[src/rtl/fir_coeff_seq_ctrl_if.sv]
// Host write port and datapath-facing enables/coefficient bus for fir_coeff_seq_ctrl.
interface fir_coeff_seq_ctrl_if #(
    parameter int unsigned NUM_TAPS = 10,
    parameter int unsigned COEFF_W  = 16
);
    logic                          coeff_wr_en;
    logic [3:0]                    coeff_addr;
    logic signed [COEFF_W-1:0]     coeff_data;
    logic                          coeff_commit;
    logic                          coeff_busy;
    logic                          wr_err;
    logic                          coeff_valid;
    logic                          en_sample_300k;
    logic [3:0]                    en_mul;
    logic                          en_add;
    logic                          en_acc;
    logic [NUM_TAPS*COEFF_W-1:0]   coeff_bus;

    modport master (
        output coeff_wr_en, coeff_addr, coeff_data, coeff_commit,
        input  coeff_busy, wr_err, coeff_valid, en_sample_300k,
               en_mul, en_add, en_acc, coeff_bus
    );

    modport slave (
        input  coeff_wr_en, coeff_addr, coeff_data, coeff_commit,
        output coeff_busy, wr_err, coeff_valid, en_sample_300k,
               en_mul, en_add, en_acc, coeff_bus
    );
endinterface

[src/rtl/fir_coeff_seq_ctrl.sv]
// Sample divider, phase enables and double-buffered FIR coefficient bank.
// Define FIR_COEFF_SYM_EN for symmetric (mirrored-tap) coefficient writes.
module fir_coeff_seq_ctrl #(
    parameter int unsigned DIV_RATIO = 40,
    parameter int unsigned NUM_TAPS  = 10,
    parameter int unsigned COEFF_W   = 16
) (
    input logic                  iClk_12M,
    input logic                  iRst,
    fir_coeff_seq_ctrl_if.slave  bus
);
    localparam logic [7:0] LAST = 8'(DIV_RATIO - 1);

    typedef enum logic {IDLE, PENDING} state_t;

    state_t                    state;
    logic [7:0]                cnt;
    logic                      en_sample;
    logic [3:0]                en_mul;
    logic                      en_add;
    logic                      en_acc;
    logic                      busy;
    logic                      wr_err;
    logic                      valid;
    logic [COEFF_W-1:0]        shadow [NUM_TAPS];
    logic [COEFF_W-1:0]        active [NUM_TAPS];
    logic                      addr_ok;
    logic [NUM_TAPS*COEFF_W-1:0] coeff_bus;

`ifdef FIR_COEFF_SYM_EN
    logic [3:0] mirror;
    assign mirror  = 4'(NUM_TAPS - 1) - bus.coeff_addr;
    assign addr_ok = 32'(bus.coeff_addr) < (NUM_TAPS / 2);
`else
    assign addr_ok = 32'(bus.coeff_addr) < NUM_TAPS;
`endif

    always_ff @(posedge iClk_12M or posedge iRst) begin
        if (iRst) begin
            state     <= IDLE;
            cnt       <= '0;
            en_sample <= 1'b0;
            en_mul    <= '0;
            en_add    <= 1'b0;
            en_acc    <= 1'b0;
            busy      <= 1'b0;
            wr_err    <= 1'b0;
            valid     <= 1'b0;
            for (int unsigned k = 0; k < NUM_TAPS; k++) begin
                shadow[k] <= '0;
                active[k] <= '0;
            end
        end else begin
            cnt       <= (cnt == LAST) ? '0 : cnt + 8'd1;
            en_sample <= (cnt == LAST);
            en_mul    <= {cnt == 8'd4, cnt == 8'd3, cnt == 8'd2, cnt == 8'd1};
            en_add    <= (cnt == 8'd5);
            en_acc    <= (cnt == 8'd6);
            wr_err    <= 1'b0;

            case (state)
                IDLE: begin
                    if (bus.coeff_wr_en) begin
                        if (addr_ok) begin
                            shadow[bus.coeff_addr] <= bus.coeff_data;
`ifdef FIR_COEFF_SYM_EN
                            shadow[mirror] <= bus.coeff_data;
`endif
                        end else begin
                            wr_err <= 1'b1;
                        end
                    end
                    // The write above lands on this edge, so a same-cycle commit includes it.
                    if (bus.coeff_commit) begin
                        state <= PENDING;
                        busy  <= 1'b1;
                    end
                end
                PENDING: begin
                    if (bus.coeff_wr_en || bus.coeff_commit) begin
                        wr_err <= 1'b1;
                    end
                    // Downstream latches the old bank on this same strobe edge.
                    if (en_sample) begin
                        for (int unsigned k = 0; k < NUM_TAPS; k++) begin
                            active[k] <= shadow[k];
                        end
                        valid <= 1'b1;
                        busy  <= 1'b0;
                        state <= IDLE;
                    end
                end
                default: state <= IDLE;
            endcase
        end
    end

    always_comb begin
        coeff_bus = '0;
        for (int unsigned k = 0; k < NUM_TAPS; k++) begin
            coeff_bus[k*COEFF_W +: COEFF_W] = active[k];
        end
    end

    assign bus.coeff_busy     = busy;
    assign bus.wr_err         = wr_err;
    assign bus.coeff_valid    = valid;
    assign bus.en_sample_300k = en_sample;
    assign bus.en_mul         = en_mul;
    assign bus.en_add         = en_add;
    assign bus.en_acc         = en_acc;
    assign bus.coeff_bus      = coeff_bus;
endmodule
[src/flat_wrapper.sv]
// flat-port wrapper written by rule: the top's interface ports become plain ports
module fir_coeff_seq_ctrl_flat 
#(
    parameter int unsigned DIV_RATIO = 40,
    parameter int unsigned NUM_TAPS  = 10,
    parameter int unsigned COEFF_W   = 16
)
  (iClk_12M, iRst, bus_coeff_wr_en, bus_coeff_addr, bus_coeff_data, bus_coeff_commit, bus_coeff_busy, bus_wr_err, bus_coeff_valid, bus_en_sample_300k, bus_en_mul, bus_en_add, bus_en_acc, bus_coeff_bus);
  fir_coeff_seq_ctrl_if #(.NUM_TAPS(NUM_TAPS), .COEFF_W(COEFF_W)) bus_i ();
  input logic iClk_12M;
  input logic iRst;
  input wire logic [$bits(bus_i.coeff_wr_en)-1:0] bus_coeff_wr_en;
  input wire logic [$bits(bus_i.coeff_addr)-1:0] bus_coeff_addr;
  input wire logic [$bits(bus_i.coeff_data)-1:0] bus_coeff_data;
  input wire logic [$bits(bus_i.coeff_commit)-1:0] bus_coeff_commit;
  output wire logic [$bits(bus_i.coeff_busy)-1:0] bus_coeff_busy;
  output wire logic [$bits(bus_i.wr_err)-1:0] bus_wr_err;
  output wire logic [$bits(bus_i.coeff_valid)-1:0] bus_coeff_valid;
  output wire logic [$bits(bus_i.en_sample_300k)-1:0] bus_en_sample_300k;
  output wire logic [$bits(bus_i.en_mul)-1:0] bus_en_mul;
  output wire logic [$bits(bus_i.en_add)-1:0] bus_en_add;
  output wire logic [$bits(bus_i.en_acc)-1:0] bus_en_acc;
  output wire logic [$bits(bus_i.coeff_bus)-1:0] bus_coeff_bus;
  assign bus_i.coeff_wr_en = bus_coeff_wr_en;
  assign bus_i.coeff_addr = bus_coeff_addr;
  assign bus_i.coeff_data = bus_coeff_data;
  assign bus_i.coeff_commit = bus_coeff_commit;
  assign bus_coeff_busy = bus_i.coeff_busy;
  assign bus_wr_err = bus_i.wr_err;
  assign bus_coeff_valid = bus_i.coeff_valid;
  assign bus_en_sample_300k = bus_i.en_sample_300k;
  assign bus_en_mul = bus_i.en_mul;
  assign bus_en_add = bus_i.en_add;
  assign bus_en_acc = bus_i.en_acc;
  assign bus_coeff_bus = bus_i.coeff_bus;
  fir_coeff_seq_ctrl #(.DIV_RATIO(DIV_RATIO), .NUM_TAPS(NUM_TAPS), .COEFF_W(COEFF_W)) u_core (.iClk_12M(iClk_12M), .iRst(iRst), .bus(bus_i));
endmodule
[config.mk]
export PLATFORM = sky130hd
export DESIGN_NAME = fir_coeff_seq_ctrl_flat
export DESIGN_NICKNAME = d
export VERILOG_FILES = /design/src/rtl/fir_coeff_seq_ctrl_if.sv /design/src/rtl/fir_coeff_seq_ctrl.sv /design/src/flat_wrapper.sv
export SDC_FILE = /design/constraint.sdc
export NUM_CORES = 1
export LEC_CHECK = 0
export BUFFER_PORTS_ARGS = -buffer_cell sky130_fd_sc_hd__buf_4
export CAP_MARGIN = 20
export CELL_PAD_IN_SITES_DETAIL_PLACEMENT = 1
export CELL_PAD_IN_SITES_GLOBAL_PLACEMENT = 1
export CORE_UTILIZATION = 40
export CTS_CLUSTER_SIZE = 40
export DETAILED_ROUTE_END_ITERATION = 6
export PLACE_DENSITY_LB_ADDON = 0.25
export SYNTH_ARGS = -nofsm -noshare
export SYNTH_HDL_FRONTEND = slang
export SYNTH_SLANG_ARGS = --single-unit
[constraint.sdc]
create_clock -name iClk_12M -period 10.88 [get_ports iClk_12M]
set_clock_uncertainty 0.05 [all_clocks]
set_input_delay 1.632 -clock iClk_12M [delete_from_list [all_inputs] [get_ports iClk_12M]]
set_output_delay 1.632 -clock iClk_12M [all_outputs]
set_load 0.005 [all_outputs]
==> results of run 1 <==
-- layer usage --
| metal | wire length (microns) | part of all wire (%) | global-route usage (%) | vias up |
|---|---|---|---|---|
| li1 | - | - | - | 3075 |
| met1 | 13500 | 46 | 25.62 | 3717 |
| met2 | 13820 | 48 | 29.29 | 153 |
| met3 | 1370 | 4.7 | 3.791 | 33 |
| met4 | 393 | 1.4 | 3.898 | 0 |
| met5 | 0 | 0 | 0 | - |
-- kinds of logic after synthesis --
logic type	synth area share [%]
xor+xnor	0.2716
mux	28.80
simple gates	2.395
buf+inv	1.978
fa+ha+maj	0.3879
compound gates	0.4267
flops	65.74
-- how the worst min path moves through the flow --
stage                                             from                                  to  cells past startpoint
floorplan                u_core.shadow[37]$_DFFE_PP0P_       u_core.shadow[37]$_DFFE_PP0P_                      1
global placement    u_core.bus.coeff_valid$_DFFE_PP0P_  u_core.bus.coeff_valid$_DFFE_PP0P_                      1
detailed placement  u_core.bus.coeff_valid$_DFFE_PP0P_  u_core.bus.coeff_valid$_DFFE_PP0P_                      1
CTS                 u_core.bus.coeff_valid$_DFFE_PP0P_  u_core.bus.coeff_valid$_DFFE_PP0P_                      1
global route        u_core.bus.coeff_valid$_DFFE_PP0P_  u_core.bus.coeff_valid$_DFFE_PP0P_                      1
finish              u_core.bus.coeff_valid$_DFFE_PP0P_  u_core.bus.coeff_valid$_DFFE_PP0P_                      1
-- cell usage in the layout (no fill, tap or decap), types with 4 or more instances in the layout --
master,Yosys,routed
mux2_2,286,286
nand2_2,4,4
clkbuf_8,0,4
dfrtp_1,339,339
buf_4,1,195
ha_1,4,4
clkbuf_1,3,13
nand2_1,5,4
inv_1,6,5
clkbuf_16,0,39
clkinv_2,0,4
and2_1,5,5
nand3_1,4,4
mux2_4,30,30
mux2_1,4,4
nand2_4,3,4
-- sequential cells by signal, summed over array words and instances, names as in the netlist --
signal,cells
u_core.bus.en_add,1
u_core.bus.coeff_valid,1
u_core.bus.en_mul,4
u_core.shadow,160
u_core.bus.en_sample_300k,1
u_core.state,1
u_core.bus.coeff_bus,160
u_core.cnt,8
u_core.bus.en_acc,1
u_core.bus.coeff_busy,1
u_core.bus.wr_err,1
-- area by class of cell --
type | instances | share of cell area (%)
clock inverter | 8 | 0.7482
inverter | 6 | 0.1654
tap | 402 | 3.166
timing repair buffer | 197 | 9.466
clock buffer | 56 | 6.796
sequential | 339 | 53.39
multi-input combinational | 381 | 26.26
-- power groups by stage --
| stage | combinational [mW] | clock, mW | sequential (mW) |
|---|---|---|---|
| 2_1_floorplan | 0.0632 | 0 | 1.33 |
| 3_5_place_dp | 0.105 | 0 | 1.34 |
| 5_1_grt | 0.113 | 1.32 | 1.32 |
| 6_report | 0.101 | 1.23 | 1.31 |
| 3_3_place_gp | 0.102 | 0 | 1.33 |
| 4_1_cts | 0.105 | 1.27 | 1.31 |
-- worst max-delay path, cell delays in order, from the launching register on --
cell,delay [ns]
dfrtp_1,0.50
nand2_4,0.53
buf_4,0.78
buf_4,0.75
mux2_2,0.42
==> results_dict.tcl, run 1 <==
set metrics [dict create \
    vias_per_cell 5.024 \
    hold_path_class "register to register" \
    root_buffer "clkbuf_16" \
    fillers 3071 \
    netlist.area_leader.share_pct 65.74 \
    clk_latency_ns 0.50 \
    p_seq_share_pct 49.6 \
    yosysUniqueCellTypes 41 \
    worstSetupEndpointType "register" \
    status "finished clean" \
    power_mw 2.646 \
    r2r-start "u_core.state$_DFF_PP0_" \
    gp_congestion 0.7277 \
    grt_pass1_vias 7511 \
    finalWorstSetupSlack_ns 7.612 \
    dieWidth_microns 181.6 \
    ant_nets 0 \
    r2r_slack_ns 7.61 \
    die_y_microns 181.6 \
    r2r-end "u_core.bus.coeff_bus[125]$_DFFE_PP0P_" \
    core_sq_mm 0.03164 \
    drv_cap 0 \
    clock_sinks 339 \
    clockBufferDepth 3 \
    drive_gt1_share_pct 58.56 \
    crit_start "u_core.state$_DFF_PP0_" \
    yosysMostFrequentCell "dfrtp_1" \
    cts_tree "done" \
    dieArea_sq_mm 0.03298 \
    finalCoreUtilization_pct 50.22 \
    grt_overflow 0 \
    fin_setup_tns_ns 0 \
    p_comb_share_pct 3.8 \
    rsz0062_at_grt "no" \
    grt_start_max_net_pins 180 \
    avgSynthCellArea_sq_um 16.69 \
    multi_input_area_sq_mm 0.004173 \
    power_density_mw_per_mm2 166.5 \
    io_buffer_count 193 \
    synth_edf_count 0 \
    grt_pass1_wl_microns 46030 \
    cts_resized 0 \
    synth-seq-area-share_pct 65.74 \
    first_pass_iters 4 \
    cts_hold_buffers 0 \
    wire_per_inst_microns 20.94 \
    hold_violations 0 \
    cp_max_fo 60 \
    yosysWarningCount 0 \
    first_iter_violations 247 \
    intPower_mw 2.094 \
    antenna_found_initial 0 \
    fin_nets 990 \
    synth.top_cells.by_area "dfrtp_1 (66%), mux2_2 (25%), mux2_4 (3.5%), buf_2 (0.93%), buf_1 (0.47%)" \
    pre_cts_slack_ns 7.249 \
    rows 65 \
    wl_microns 29090 \
    placed_area_sq_mm 0.01469 \
    regArea_sq_mm 0.008483 \
    async_flop_share_pct 100.0 \
    critical_path.endpoint "u_core.bus.coeff_bus[125]$_DFFE_PP0P_" \
    synth_ff_type "dfrtp_1" \
    setup_viol 0 \
    rr_worst_depth 4 \
    io_pins 194 \
    syn_inst 773 \
    max_freq_mhz 306.0 \
    swShare_pct 20.86 \
    h-tree-depth 2 \
    ir_drop_mv 0.1073 \
    clkTransAtPathRegs_ns 0.06 \
    track_usage_pct 18.26 \
    slew_viol_final 0 \
    start_util_pct 40.79 \
    synth_nets 801 \
    cts_setup_buffers 0 \
    drcViolationCount 0 \
    cp-start-kind "register" \
    slew_headroom_pct 33.12 \
    area_growth_pct 23.13 \
    critPathRequiredTime_ns 11.21 \
    num_antenna_cells 0 \
    yosys.area.top_type "dfrtp_1" \
    yosys_register_bits 339 \
    finalCritPeriodShare_pct 30.04 \
    synth_area_sq_mm 0.01290 \
    power_switching_mw 0.5518 \
    synth_common_cells "dfrtp_1 (339), mux2_2 (286), mux2_4 (30)" \
    post-route-min-period_ns 3.268 \
    detailed_place_hpwl_microns 18310 \
    numCtsBuffers 37 \
    layout.cells.non_filler 1389 \
    cp_data_arrival_time_ns 3.60 \
    pwr-share-clk_pct 46.6 \
    route.vias.total 6978 \
    holdWs_ns 0.4148 \
    dp_cells 1325 \
    critPathKind "register to register" \
    worst_pin_slew_ns 1.000 \
    p_leak_nw 8.536 \
    fin_area_sq_mm 0.01589 \
]
No activity file was read; power rests on OpenSTA's default activity.
==> run 2, diff against run 1 <==
Clock period 10.88 ns to 3.2 ns, I/O delays scaled along.
==> run 2 against run 1 <==
Highest routed layer unchanged. Die area did not move. Combinational power rose to 3.5 times the previous value. Count of clock-buffer cells in the layout rose by 4. Largest cell class unchanged. Critical endpoint is now u_core.shadow[114]$_DFFE_PP0P_. Final cell count rose by 1.1%. Global-route usage rose by 0.20 points. Core utilization rose by 0.78 points. Setup slack got worse by 6.5 ns.
==> results_dict.tcl, run 2 (synthesis results as in run 1) <==
set metrics [dict create \
    area_growth_pct 25.04 \
    multi_input_area_sq_mm 0.004173 \
    rsz0062_at_grt "no" \
    clkTransAtPathRegs_ns 0.06 \
    numCtsBuffers 38 \
    clockBufferDepth 3 \
    cp_data_arrival_time_ns 2.49 \
    placed_area_sq_mm 0.01479 \
    grt_pass1_wl_microns 46530 \
    hold_violations 0 \
    layout.cells.non_filler 1404 \
    cts_resized 0 \
    fillers 3031 \
    cts_hold_buffers 0 \
    worstPathCellList "and4bb_2 -> nand2_1 -> mux2_2" \
    drcViolationCount 0 \
    power_mw 9.283 \
    grt_overflow 0 \
    regArea_sq_mm 0.008483 \
    wl_microns 29100 \
    worst_pin_slew_ns 0.9248 \
    root_buffer "clkbuf_16" \
    power_density_mw_per_mm2 575.4 \
    dp_cells 1334 \
    gp_congestion 0.7469 \
    drv_cap 0 \
    first_pass_iters 4 \
    critPathRequiredTime_ns 3.55 \
    rows 65 \
    clock_sinks 339 \
    worstSetupEndpointType "register" \
    cp_slowest_cell "nand2_1" \
    antenna_found_initial 0 \
    drive_gt1_share_pct 59.88 \
    grt_start_max_net_pins 82 \
    io_buffer_count 193 \
    die_y_microns 181.6 \
    status "finished clean" \
    core_sq_mm 0.03164 \
    hold_path_class "primary input to async pin" \
    cts_setup_buffers 0 \
    finalCritPeriodShare_pct 66.73 \
    finalWorstSetupSlack_ns 1.065 \
    finalCoreUtilization_pct 51.00 \
    wire_per_inst_microns 20.73 \
    p_leak_nw 8.668 \
    layout_common_cells "dfrtp_1 (339), mux2_2 (286), buf_4 (201)" \
    slew_headroom_pct 38.20 \
    vias_per_cell 4.990 \
    clk_latency_ns 0.52 \
    critPathMaxStageDelay_ns 0.68 \
    dieWidth_microns 181.6 \
    cts_tree "done" \
    grt_pass1_vias 7748 \
    holdWs_ns 0.01896 \
    critPathKind "register to register" \
    route.vias.total 7006 \
    detailed_place_hpwl_microns 18560 \
    h-tree-depth 2 \
    io_pins 194 \
    dieArea_sq_mm 0.03298 \
    ir_drop_mv 0.3376 \
    first_iter_violations 265 \
    fin_nets 1000 \
    mostFrequentLayoutCell "dfrtp_1" \
    slew_viol_final 0 \
    post-route-min-period_ns 2.135 \
    ant_nets 0 \
    fin_setup_tns_ns 0 \
    max_freq_mhz 468.3 \
    cp-start-kind "register" \
    pre_cts_slack_ns 1.047 \
    num_antenna_cells 0 \
    start_util_pct 40.79 \
    track_usage_pct 18.47 \
    cp_max_fo 16 \
    setup_viol 0 \
    fin_area_sq_mm 0.01613 \
]
run 2: cell count changes in the layout (fill, tap and decap cells not counted), moves of 2 or more:
| cell | change |
|---|---|
| clkbuf_1 | -7 |
| clkinv_8 | +2 |
| buf_12 | +3 |
| clkbuf_8 | +11 |
| buf_4 | +6 |
run 2: power by group:
part,switching (mW),internal (mW)
Sequential,0.0621,4.40
Combinational,0.192,0.157
Clock,1.71,2.76
run 2: layout make-up:
| cell class | count | share of cell area (%) |
|---|---|---|
| Clock buffer | 60 | 7.468 |
| Inverter | 6 | 0.1629 |
| Timing Repair Buffer | 206 | 9.973 |
| Clock inverter | 10 | 0.8375 |
| Multi-Input combinational cell | 381 | 25.86 |
| Tap cell | 402 | 3.117 |
| Sequential cell | 339 | 52.58 |
run 2: path summary, 6_finish.rpt:
check	start	to	slack [ns]	cells past startpoint
setup / recovery	u_core.state$_DFF_PP0_	u_core.shadow[114]$_DFFE_PP0P_	1.06	3
hold / removal	iRst	u_core.bus.coeff_bus[91]$_DFFE_PP0P_	0.02	2
setup reg to reg	u_core.state$_DFF_PP0_	u_core.shadow[114]$_DFFE_PP0P_	1.06	3
hold reg to reg	u_core.bus.coeff_valid$_DFFE_PP0P_	u_core.bus.coeff_valid$_DFFE_PP0P_	0.42	1
max in group asynchronous	iRst	u_core.bus.en_mul[2]$_DFF_PP0_	2.14	3
min in group iClk_12M	bus_coeff_commit	u_core.state$_DFF_PP0_	0.18	3
run 2: worst max-delay path, delay by kind of cell (launching register included):
family,cells,cell delay (ns)
simple gates,2,0.99
flops,1,0.55
mux,1,0.42
run 2: layer usage:
layer | vias up | global-route usage [%] | share of wire, %
li1 | 3108 | - | -
met1 | 3705 | 25.29 | 45
met2 | 154 | 30.20 | 48
met3 | 39 | 3.891 | 4.8
met4 | 0 | 4.169 | 1.6
met5 | - | 0 | 0
==> run 3, diff against run 2 <==
Settings changed: ABC_AREA from default to 1.
Clock period 3.2 ns to 2.07 ns, I/O delays scaled along.
==> run 3 against run 2 <==
Register-to-register slack got worse by 0.62 ns. Count of clock-buffer cells in the layout decreased by 6. Flip-flop and latch count unchanged. Total power increased by 47%. Sequential share of layout area about the same. Combinational power increased by 50%. Largest power group is now sequential cells.
==> results_dict.tcl, run 3 <==
set metrics [dict create \
    drcViolationCount 0 \
    fin_nets 1609 \
    yosys.area.top_type "dfrtp_1" \
    yosysUniqueCellTypes 28 \
    io_pins 194 \
    slew_headroom_pct 50.45 \
    rsz0062_at_grt "no" \
    post-route-min-period_ns 1.630 \
    vias_per_cell 4.975 \
    cts_tree "done" \
    netlist.area_leader.share_pct 64.86 \
    clockBufferDepth 3 \
    setup_viol 0 \
    synth.top_cells.by_area "dfrtp_1 (65%), nand2_1 (21%), nand4_1 (3.1%), o21ai_0 (2.3%), buf_2 (1.6%)" \
    io_buffer_count 193 \
    syn_inst 1397 \
    synth_common_cells "nand2_1 (733), dfrtp_1 (339), nand4_1 (64)" \
    grt_pass1_wl_microns 60950 \
    numCtsBuffers 36 \
    core_sq_mm 0.03188 \
    critPathRequiredTime_ns 2.47 \
    antenna_found_initial 2 \
    grt_pass1_vias 10600 \
    critPathKind "register to register" \
    avgSynthCellArea_sq_um 9.363 \
    power_density_mw_per_mm2 846.3 \
    cts_resized 0 \
    gp_congestion 0.7797 \
    synth-seq-area-share_pct 64.86 \
    p_leak_nw 8.955 \
    synth_ff_type "dfrtp_1" \
    fin_area_sq_mm 0.01614 \
    yosys.area_share.simple_pct 25.99 \
    synth_edf_count 0 \
    cp_data_arrival_time_ns 2.02 \
    layout.cells.non_filler 2042 \
    grt_overflow 0 \
    finalWorstSetupSlack_ns 0.4405 \
    critPathMaxStageDelay_ns 0.43 \
    synthXorXnorAreaFrac_pct 0.1339 \
    yosys_register_bits 339 \
    route.vias.total 10160 \
    ir_drop_mv 0.4774 \
    fin_setup_tns_ns 0 \
    layout_common_cells "nand2_1 (732), dfrtp_1 (339), buf_4 (209)" \
    worst_pin_slew_ns 0.7433 \
    slew_viol_final 0 \
    synth_fa_ha_area_share_pct 0.3826 \
    clkTransAtPathRegs_ns 0.06 \
    ant_nets 0 \
    dp_cells 1977 \
    synth_top_family_by_area "simple AND/OR/NAND/NOR gates" \
    h-tree-depth 2 \
    max_freq_mhz 613.7 \
    synth-compound-area-share_pct 4.027 \
    wire_per_inst_microns 18.61 \
    die_y_microns 182.8 \
    yosysWarningCount 0 \
    drv_cap 0 \
    clock_sinks 339 \
    placed_area_sq_mm 0.01496 \
    root_buffer "clkbuf_16" \
    synth_nets 1425 \
    worstPathCellList "inv_2 -> nand2_2 -> inv_4 -> buf_4 -> nand4_1 -> nand2_1" \
    detailed_place_hpwl_microns 24760 \
    pre_cts_slack_ns 0.3786 \
    dieWidth_microns 182.8 \
    hold_path_class "primary input to register" \
    cp_slowest_cell "dfrtp_1" \
    drive_gt1_share_pct 18.49 \
    cp-start-kind "register" \
    worstSetupEndpointType "register" \
    dieArea_sq_mm 0.03343 \
    rows 65 \
    track_usage_pct 23.59 \
    mostFrequentLayoutCell "nand2_1" \
    grt_start_max_net_pins 161 \
    area_growth_pct 23.39 \
    hold_violations 0 \
    yosysMostFrequentCell "nand2_1" \
    clk_latency_ns 0.51 \
    wl_microns 38000 \
    finalCritPeriodShare_pct 78.72 \
    synth_mux_area_share_pct 0 \
    async_flop_share_pct 100.0 \
    power_mw 13.66 \
    start_util_pct 41.03 \
    synth_area_sq_mm 0.01308 \
    status "finished clean" \
    first_iter_violations 722 \
    cp_max_fo 31 \
    first_pass_iters 5 \
    finalCoreUtilization_pct 50.62 \
    holdWs_ns 0.03046 \
]
==> run 3: worst paths after layout <==
path | depth (start not counted) | to | slack (ns) | startpoint
min in group asynchronous | 4 | u_core.shadow[148]$_DFFE_PP0P_ | 0.45 | iRst
hold / removal | 3 | u_core.state$_DFF_PP0_ | 0.03 | bus_coeff_commit
max in group asynchronous | 4 | u_core.bus.coeff_bus[46]$_DFFE_PP0P_ | 0.78 | iRst
setup / recovery | 6 | u_core.shadow[12]$_DFFE_PP0P_ | 0.44 | u_core.state$_DFF_PP0_
hold reg to reg | 2 | u_core.bus.coeff_bus[104]$_DFFE_PP0P_ | 0.42 | u_core.shadow[56]$_DFFE_PP0P_
setup reg to reg | 6 | u_core.shadow[12]$_DFFE_PP0P_ | 0.44 | u_core.state$_DFF_PP0_
==> run 3: per-layer routing <==
metal	routed length [microns]	vias to the layer above	GRT usage, %
met1	16880	5093	32.06
met4	1001	0	7.233
met3	1943	61	4.269
li1	-	4759	-
met5	0	-	0
met2	18180	246	38.56
==> run 3: area by class of cell <==
class | count | area (sq um)
diodes | 1 | 2.502
clock buffers | 54 | 1090
clock inverters | 9 | 72.57
fillers | 3677 | 15740
inverters | 42 | 166.4
multi-input cells | 942 | 4001
flip-flops and latches | 339 | 8483
well taps | 435 | 544.3
repair buffers | 220 | 1779
==> run 3: what timing repair did <==
item / CTS / global route
hold endpoints to repair: 71 / 0
endpoints found under the setup margin: 0 / 0
hold buffers: 1 / 0
setup buffers: 0 / 0
==> run 3: cell families (layout without fill, tap and decap cells) <==
| family | Yosys count | after routing |
|---|---|---|
| AO/OA/AOI/OAI | 103 | 103 |
| AND/OR/NAND/NOR | 833 | 833 |
| flip-flops | 339 | 339 |
| buffers and inverters | 116 | 325 |
| adder cells (fa/ha/maj) | 4 | 4 |
| XOR/XNOR | 2 | 2 |
| other | 0 | 1 |
==> run 3: power by group <==
group / switching (mW) / internal, mW / leakage (nW)
clock network: 2.58 / 3.76 / 0.578
logic: 0.398 / 0.126 / 3.69
registers: 0.0648 / 6.73 / 4.69
total: 3.04 / 10.6 / 8.96
==> run 3: critical path, delay by kind of cell, from the launching register on <==
kind | cells | cell delay (ns)
buf+inv | 3 | 0.74
flops | 1 | 0.43
simple gates | 3 | 0.35
